**src/rtl/apb_mailbox_slave_if.sv**
```systemverilog
// APB bus bundle for the mailbox responder.
// Signals: PADDR (byte address), PSEL, PENABLE, PWRITE, PWDATA from the
// master; PRDATA, PREADY, PSLVERR from the slave.
interface apb_mailbox_slave_if;
   logic [3:0]  PADDR;
   logic        PSEL;
   logic        PENABLE;
   logic        PWRITE;
   logic [31:0] PWDATA;
   logic [31:0] PRDATA;
   logic        PREADY;
   logic        PSLVERR;

   modport master (
      output PADDR, PSEL, PENABLE, PWRITE, PWDATA,
      input  PRDATA, PREADY, PSLVERR
   );

   modport slave (
      input  PADDR, PSEL, PENABLE, PWRITE, PWDATA,
      output PRDATA, PREADY, PSLVERR
   );
endinterface

```
**src/rtl/apb_mailbox_slave.sv**
```systemverilog
// APB mailbox responder: a DEPTH-entry 32-bit FIFO behind four registers
// (CTRL, STATUS, TXDATA, RXDATA), one fixed wait state per transfer.
// Ports:
//   clk    - system clock, rising edge
//   reset  - asynchronous active-high reset
//   bus    - APB slave modport (PADDR/PSEL/PENABLE/PWRITE/PWDATA in,
//            PRDATA/PREADY/PSLVERR out)
//   irq    - level interrupt, CTRL.IE & FIFO not empty
module apb_mailbox_slave #(
   parameter int DEPTH = 8
) (
   input  logic                clk,
   input  logic                reset,
   apb_mailbox_slave_if.slave  bus,
   output logic                irq
);
   localparam int AW = $clog2(DEPTH);
   localparam int CW = AW + 1;

   typedef enum logic [1:0] {IDLE, WAIT, DONE} state_t;

   state_t        state_q, state_d;
   logic [31:0]   mem_q [DEPTH];
   logic [AW-1:0] wptr_q, rptr_q;
   logic [CW-1:0] count_q;
   logic          ie_q;
   logic [31:0]   prdata_q, prdata_d;
   logic          pslverr_q, pslverr_d;

   logic          empty, full;
   logic [1:0]    reg_sel;
   logic          xfer_err;
   logic [31:0]   rd_word;
   logic          commit, do_push, do_pop, do_ctrl;

   assign empty   = (count_q == '0);
   assign full    = (count_q == CW'(DEPTH));
   assign reg_sel = bus.PADDR[3:2];

   always_comb begin
      xfer_err = (bus.PADDR[1:0] != 2'b00)
               | (bus.PWRITE  & (reg_sel == 2'd2) & full)
               | (!bus.PWRITE & (reg_sel == 2'd3) & empty);
      case (reg_sel)
         2'd0:    rd_word = {31'b0, ie_q};
         2'd1:    rd_word = {15'b0, 9'(count_q), 6'b0, full, empty};
         2'd3:    rd_word = mem_q[rptr_q];
         default: rd_word = '0;
      endcase
   end

   // Read data and error are captured only on the WAIT->DONE edge and are
   // cleared on every other edge, so they are zero outside DONE.
   always_comb begin
      state_d   = state_q;
      prdata_d  = '0;
      pslverr_d = 1'b0;
      case (state_q)
         IDLE: if (bus.PSEL && !bus.PENABLE) state_d = WAIT;
         WAIT: begin
            if (!bus.PSEL) begin
               state_d = IDLE;
            end else begin
               state_d   = DONE;
               pslverr_d = xfer_err;
               if (!xfer_err && !bus.PWRITE) prdata_d = rd_word;
            end
         end
         DONE:    state_d = IDLE;
         default: state_d = IDLE;
      endcase
   end

   // Error state was latched on entry to DONE, so an erroring transfer
   // never commits.
   assign commit  = (state_q == DONE) & bus.PSEL & bus.PENABLE & !pslverr_q;
   assign do_push = commit &  bus.PWRITE & (reg_sel == 2'd2);
   assign do_pop  = commit & !bus.PWRITE & (reg_sel == 2'd3);
   assign do_ctrl = commit &  bus.PWRITE & (reg_sel == 2'd0);

   always_ff @(posedge clk or posedge reset) begin
      if (reset) begin
         state_q   <= IDLE;
         prdata_q  <= '0;
         pslverr_q <= 1'b0;
         ie_q      <= 1'b0;
         wptr_q    <= '0;
         rptr_q    <= '0;
         count_q   <= '0;
      end else begin
         state_q   <= state_d;
         prdata_q  <= prdata_d;
         pslverr_q <= pslverr_d;
         if (do_ctrl) begin
            ie_q <= bus.PWDATA[0];
            if (bus.PWDATA[1]) begin
               wptr_q  <= '0;
               rptr_q  <= '0;
               count_q <= '0;
            end
         end else if (do_push) begin
            wptr_q  <= wptr_q + AW'(1);
            count_q <= count_q + CW'(1);
         end else if (do_pop) begin
            rptr_q  <= rptr_q + AW'(1);
            count_q <= count_q - CW'(1);
         end
      end
   end

   always_ff @(posedge clk) begin
      if (do_push) mem_q[wptr_q] <= bus.PWDATA;
   end

   assign bus.PRDATA  = prdata_q;
   assign bus.PSLVERR = pslverr_q;
   assign bus.PREADY  = (state_q == DONE);
   assign irq         = ie_q & !empty;
endmodule

```
**src/flat_wrapper.sv**
```systemverilog
// flat-port wrapper written by rule: the top's interface ports become plain ports
module apb_mailbox_slave_flat 
#(
   parameter int DEPTH = 8
)
  (clk, reset, irq, bus_PADDR, bus_PSEL, bus_PENABLE, bus_PWRITE, bus_PWDATA, bus_PRDATA, bus_PREADY, bus_PSLVERR);
  apb_mailbox_slave_if bus_i ();
  input  logic clk;
  input  logic reset;
  output logic irq;
  input wire logic [$bits(bus_i.PADDR)-1:0] bus_PADDR;
  input wire logic [$bits(bus_i.PSEL)-1:0] bus_PSEL;
  input wire logic [$bits(bus_i.PENABLE)-1:0] bus_PENABLE;
  input wire logic [$bits(bus_i.PWRITE)-1:0] bus_PWRITE;
  input wire logic [$bits(bus_i.PWDATA)-1:0] bus_PWDATA;
  output wire logic [$bits(bus_i.PRDATA)-1:0] bus_PRDATA;
  output wire logic [$bits(bus_i.PREADY)-1:0] bus_PREADY;
  output wire logic [$bits(bus_i.PSLVERR)-1:0] bus_PSLVERR;
  assign bus_i.PADDR = bus_PADDR;
  assign bus_i.PSEL = bus_PSEL;
  assign bus_i.PENABLE = bus_PENABLE;
  assign bus_i.PWRITE = bus_PWRITE;
  assign bus_i.PWDATA = bus_PWDATA;
  assign bus_PRDATA = bus_i.PRDATA;
  assign bus_PREADY = bus_i.PREADY;
  assign bus_PSLVERR = bus_i.PSLVERR;
  apb_mailbox_slave #(.DEPTH(DEPTH)) u_core (.clk(clk), .reset(reset), .bus(bus_i), .irq(irq));
endmodule
```
**config.mk**
```make
export PLATFORM = sky130hd
export DESIGN_NAME = apb_mailbox_slave_flat
export DESIGN_NICKNAME = d
export VERILOG_FILES = /design/src/rtl/apb_mailbox_slave_if.sv /design/src/rtl/apb_mailbox_slave.sv /design/src/flat_wrapper.sv
export SDC_FILE = /design/constraint.sdc
export NUM_CORES = 1
export LEC_CHECK = 0
export CAP_MARGIN = 20
export CORE_UTILIZATION = 50
export CTS_CLUSTER_SIZE = 12
export DETAILED_ROUTE_END_ITERATION = 8
export GPL_TIMING_DRIVEN = 0
export PLACE_DENSITY = 0.69
export SYNTH_ARGS = -nofsm -noshare
export SYNTH_HDL_FRONTEND = slang
export SYNTH_SLANG_ARGS = --single-unit
```
**constraint.sdc**
```tcl
create_clock -name clk -period 4.6 [get_ports clk]
set_input_delay 1.38 -clock clk [delete_from_list [all_inputs] [get_ports clk]]
set_output_delay 1.38 -clock clk [all_outputs]
set_load 0.01 [all_outputs]
```
=== Yosys cells after proc, flatten, opt, wreduce, memory -nomap -nowiden ===
Memories as Yosys holds them, arrays and structs flattened.
Cells that the tools add are included.

* Bitwise operators: 15
* Reduce and logical (&&, ||, !) cells: 17
* $add $sub $neg: 4
* Mux-type cells: 21
* Equality and inequality tests: 9

{| class="wikitable"
|+ Operator list
! kind !! number
|-
| $mux 32 || 3
|-
| $pmux 32 s3 || 1
|-
| $mux 3 || 6
|-
| $mux 4 || 4
|-
| $and 1x1->1 || 13
|-
| $add 3x1->3 const B || 2
|-
| $eq 2x2->1 const B || 3
|-
| $reduce_bool 2->1 || 3
|-
| $logic_not 1->1 || 5
|-
| $add 4x1->4 const B || 1
|-
| $eq 2x1->1 const B || 2
|-
| $eq 4x4->1 const B || 1
|-
| $logic_not 2->1 || 2
|-
| $logic_not 4->1 || 1
|-
| $mux 1 || 4
|-
| $mux 2 || 2
|-
| $ne 2x2->1 const B || 2
|-
| $pmux 2 s2 || 1
|-
| $reduce_and 2->1 || 2
|-
| $sub 4x1->4 const B || 1
|-
| $reduce_and 3->1 || 1
|-
| $reduce_bool 3->1 || 1
|-
| $logic_and 1x1->1 || 2
|-
| $ne 2x1->1 const B || 1
|-
| $or 1x1->1 || 2
|}

* Output and inout port bits: 35
* Bits in writable memories: 256
* Flip-flop bits (word level): 46
* Memories kept: 1
* Word-level logic and storage cells: 74
* Input port bits: 41

{| class="wikitable"
|+ Memory list
! name !! depth !! width !! read ports !! clocked after Yosys merged registers in !! wr ports !! RTL line !! RTL
|-
| u_core.mem_q || 8 || 32 || 1 || 0 || 1 || apb_mailbox_slave.sv:23 || <nowiki>logic [31:0] mem_q [DEPTH];</nowiki>
|}

=== Logic depth before layout (Yosys ltp) ===
* Depth in word-level cells: 10
* Depth in mapped cells: 9
* Mapped depth without buffers: 8

=== Least setup slack after synthesis ===
Ideal clock, no wire load.

* Kind: input-to-reg
* Start point: in bus_PENABLE
* End point: mem u_core.mem_q[2][0], enable pin
* Setup time: 0.468 ns
* Stages: 5
* Slack: -0.380 ns
* Buffers on the path: 1
* Required time: 4.132 ns
* Data arrival time: 4.512 ns
* Path through: buf_2 inv_1 nor3_4 nand2b_1 nor3b_1

* Cells in the longest elaborated chain, start to end: 6

{| class="wikitable"
|+ Ends and longest elaborated chain
! element !! RTL line !! RTL
|-
| start: declaration || flat_wrapper.sv:13 || <nowiki>input wire logic [$bits(bus_i.PENABLE)-1:0] bus_PENABLE;</nowiki>
|-
| $and 1x1->1 (2 in series) || apb_mailbox_slave.sv:76 || <nowiki>assign commit = (state_q == DONE) & bus.PSEL & bus.PENABLE & !pslverr_q;</nowiki>
|-
| $and 1x1->1 (2 in series) || apb_mailbox_slave.sv:77 || <nowiki>assign do_push = commit & bus.PWRITE & (reg_sel == 2'd2);</nowiki>
|-
| $mux 1 || apb_mailbox_slave.sv:112 || <nowiki>if (do_push) mem_q[wptr_q] <= bus.PWDATA;</nowiki>
|-
| $mux 1 (not written as such) || apb_mailbox_slave.sv:112 ||
|-
| end: declaration || apb_mailbox_slave.sv:23 ||
|}

No other way between the ends.

=== Final worst setup path ===
* Start point: in bus_PSEL
* End point: mem u_core.mem_q[4][6], enable pin

* Cells in the longest elaborated chain, start to end: 7

{| class="wikitable"
|+ Ends and longest elaborated chain
! element !! RTL line !! RTL
|-
| start: declaration || flat_wrapper.sv:12 || <nowiki>input wire logic [$bits(bus_i.PSEL)-1:0] bus_PSEL;</nowiki>
|-
| $and 1x1->1 (3 in series) || apb_mailbox_slave.sv:76 ||
|-
| $and 1x1->1 (2 in series) || apb_mailbox_slave.sv:77 ||
|-
| $mux 1 || apb_mailbox_slave.sv:112 ||
|-
| $mux 1 (not written as such) || apb_mailbox_slave.sv:112 ||
|}

No other way between the ends.

==> metrics.md <==
| Metric | Value |
|---|---|
| DR DRC count | 0 |
| Peak supply drop | 0.3480 mV |
| Top FF cell, synth | edfxtp_1 |
| Clk sinks | 302 |
| Post-DP Area | 13040 µm² |
| TritonCTS clock tree | built |
| Routed via count | 5680 |
| Row Count | 55 |
| P_leak | 4.560 nW |
| Initial Util | 0.5110 |
| Routability cong. | 0.8379 |
| Worst slew pin tran | 0.9608 ns |
| Async set-reset flop share out of synthesis | 0.1523 |
| Cells after Synth | 560 |
| Post-CTS Setup Repair Bufs | 0 |
| Synth top area share | 0.6645 |
| Mapped Area | 11570 µm² |
| Nets | 730 |
| Avg Cell Area, Syn | 20.66 µm² |
| Antenna Nets Post-Route | 0 |
| CP Max Fanout | 10 |
| Clock latency on the worst-skew pair | 0.54 ns |
| Setup crit end kind | flop |
| Post-synthesis sequential area ratio | 0.7640 |
| Skew final | 0.01287 ns |
| Ports | 76 |
| Worst path cell trace | clkdlybuf4s50_1 -> nand4bb_4 -> nor3_4 -> nand2b_1 -> nor3b_2 -> buf_6 -> buf_6 |
| Fmax | 0.2645 GHz |
| Post-DP HPWL | 14710 µm |
| Slew headroom | 0.3566 |
| Hold WC Path Type | reg2reg |
| Fin area | 13920 µm² |
| Worst Setup Slack, final | 0.8194 ns |
| Total Routing Usage GR | 0.2057 |
| DRT Pass-1 Iters | 4 |
| WL final | 23260 µm |
| Critical path's top delay family | simple AND/OR/NAND/NOR gates |
| H-tree depth | 1 |
| Hold-fix buffers, CTS | 0 |
| Vias in the first global route | 6056 |
| Antenna diodes | 0 |
| WP data arrival | 4.03 ns |
| Grt total ovfl | 0 |
| Largest net degree at the start of global routing | 31 |
| Worst setup SP type | primary input |
| DR iter-0 viols | 360 |
| Worst-path clk slew | 0.06 ns |
| PortBufs | 73 |
| Switching share of total power | 0.2009 |
| PostCTS Resize Cnt | 0 |
| Initial antenna violation count | 0 |
| Synth warnings | 0 |
| CP Buf/Inv Count | 3 |
| Post-DR vias/cell | 5.720 |
| Seq cells post-synth | 302 |
| Pre-CTS setup slack | 0.2980 ns |
| Core area | 22640 µm² |
| Final Hold Viols | 0 |
| Slowest stage delay, CP | 0.83 ns |
| Combinational power share | 0.050 |
| Power Dens Cells | 394.5 nW/µm² |
| Max_cap viols | 0 |
| Utilization after layout | 0.6150 |
| Num CTS Buffers | 30 |
| Post-Syn Nets | 605 |
| Final cycle utilization of the critical path | 0.8219 |
| Crit path kind | in2reg |
| Slew Viols, Final | 0 |
| Post-layout minimum cycle time | 3.781 ns |
| Number of synthesized flops with an enable pin | 256 |
| Area Overhead vs Synth | 20.37% |
| Area contributors post-synth | edfxtp_1, mux4_2, dfrtp_1 |
| Total die area | 23750 µm² |
| First-pass GRT wire length | 36050 µm |
| Root buf cell | clkbuf_16 |
| Pint | 4.390 mW |
| Unique cell type count in the Yosys netlist | 49 |
| Final setup viols | 0 |
| Post-DR wirelength/cell | 23.42 µm |
| Status | complete, no violations |
| Slowest cell on crit path | nor3b_2 |
| Share of layout cells above drive strength 1 | 0.2246 |
| Clock share of power | 0.405 |
| NetSw | 1.104 mW |
| Crit path required time | 4.85 ns |
| Die W | 154.1 µm |
| Synth area leader | edfxtp_1 |
| RSZ-0062 raised after global routing | false |
| Die height | 154.1 µm |
| Power share of the sequential group | 0.545 |
| Bufs on Longest Clock Path | 3 |
| CP dominant cell by count | buf_6 |
## layout by cell type, fill, tap and decap left out, types with 6 or more instances in the layout
master             n
edfxtp_1         256
clkdlybuf4s50_1   73
mux4_2            62
dfrtp_1           46
nor2_1            36
mux2i_1           31
clkbuf_16         31
clkbuf_1          21
nand2_1           15
buf_6             10
buf_4              8
buf_2              7
mux2_2             6
buf_1              6
## worst reg2reg max path: stages (launching register included)
cell and delay, ns:
dfrtp_1 0.42, nand4bb_4 0.26, nor3_4 0.35, nand2b_1 0.27, nor3b_2 0.83, buf_6 0.26
buf_6 0.18
## cell usage after synthesis (3+ instances only)
cell	number
buf_1	6
o22ai_1	3
buf_2	7
mux2_2	6
mux4_2	62
nand2_1	15
ha_1	4
clkbuf_1	4
nor2b_1	3
edfxtp_1	256
nor3_1	3
nor2_1	38
xor2_1	3
a211oi_1	5
nand3b_1	3
nand4_1	5
o21ai_0	5
inv_1	6
o211ai_1	3
mux2i_1	31
nor3b_1	4
dfrtp_1	46
buf_4	7
## flip-flops by register name, summed over array words and instances, names as in the netlist
| signal | cells |
|---|---|
| u_core.bus.PRDATA | 32 |
| u_core.bus.PSLVERR | 1 |
| u_core.count_q | 4 |
| u_core.ie_q | 1 |
| u_core.mem_q | 256 |
| u_core.rptr_q | 3 |
| u_core.state_q | 2 |
| u_core.wptr_q | 3 |
## through the flow
step	instances	hold WS, ns	power (mW)	setup TNS, ns
floorplan	560	0.4712	3.223	-28.90
global placement	918	0.4883	3.317	-510.72
finish	993	0.5305	5.494	0
detailed placement	938	0.5144	3.330	0
global route	993	0.5502	5.675	0
CTS	993	0.5295	5.542	0
## power groups by stage
stage	sequential [mW]	clock (mW)	combinational (mW)
2_1_floorplan	3.05	0	0.174
3_3_place_gp	3.05	0	0.266
3_5_place_dp	3.05	0	0.278
4_1_cts	2.99	2.27	0.280
5_1_grt	3.00	2.37	0.304
6_report	3.00	2.22	0.275
## logic make-up after synthesis
group                      count (synthesis)  share of synthesized area
AOI/OAI and AO/OA                         27                    0.01633
xor gates and xnor gates                   5                   0.003786
adders and majority gates                  4                   0.004326
buffers and inverters                     35                    0.01590
DFF                                      302                     0.7640
muxes                                     99                     0.1534
and+or+nand+nor                           88                    0.04229
## layout make-up
cell class / instances / area, µm²
Sequential cell: 302 / 8838
Fill cell: 1592 / 8716
Multi-Input combinational cell: 223 / 2610
Timing Repair Buffer: 93 / 1046
Clock buffer: 50 / 867.1
Tap cell: 285 / 356.6
Buffer: 28 / 157.7
Inverter: 7 / 26.28
Clock inverter: 5 / 22.52
## worst paths after layout
kind,from,endpoint,slack [ns],cells after the start
worst max register to register,u_core.state_q[0]$_DFFE_PP0P_,u_core.mem_q[4][6]$_DFFE_PP_,1.72,6
max in group asynchronous,reset,u_core.bus.PRDATA[4]$_DFF_PP0_,2.89,3
worst min register to register,u_core.state_q[0]$_DFFE_PP0P_,u_core.state_q[0]$_DFFE_PP0P_,0.53,1
worst min-delay path,u_core.state_q[0]$_DFFE_PP0P_,u_core.state_q[0]$_DFFE_PP0P_,0.53,1
worst max-delay path,bus_PSEL,u_core.mem_q[4][6]$_DFFE_PP_,0.82,7
min in group asynchronous,reset,u_core.bus.PRDATA[24]$_DFF_PP0_,1.19,2
## per-layer routing
| layer | GRT usage | share of wire | routed length (µm) |
|---|---|---|---|
| met2 | 0.3465 | 0.50 | 11740 |
| met4 | 0.05048 | 0.014 | 314 |
| met5 | 0 | 0 | 0 |
| met1 | 0.2859 | 0.43 | 10070 |
| met3 | 0.02931 | 0.048 | 1127 |
(Power assumes the default switching activity.)
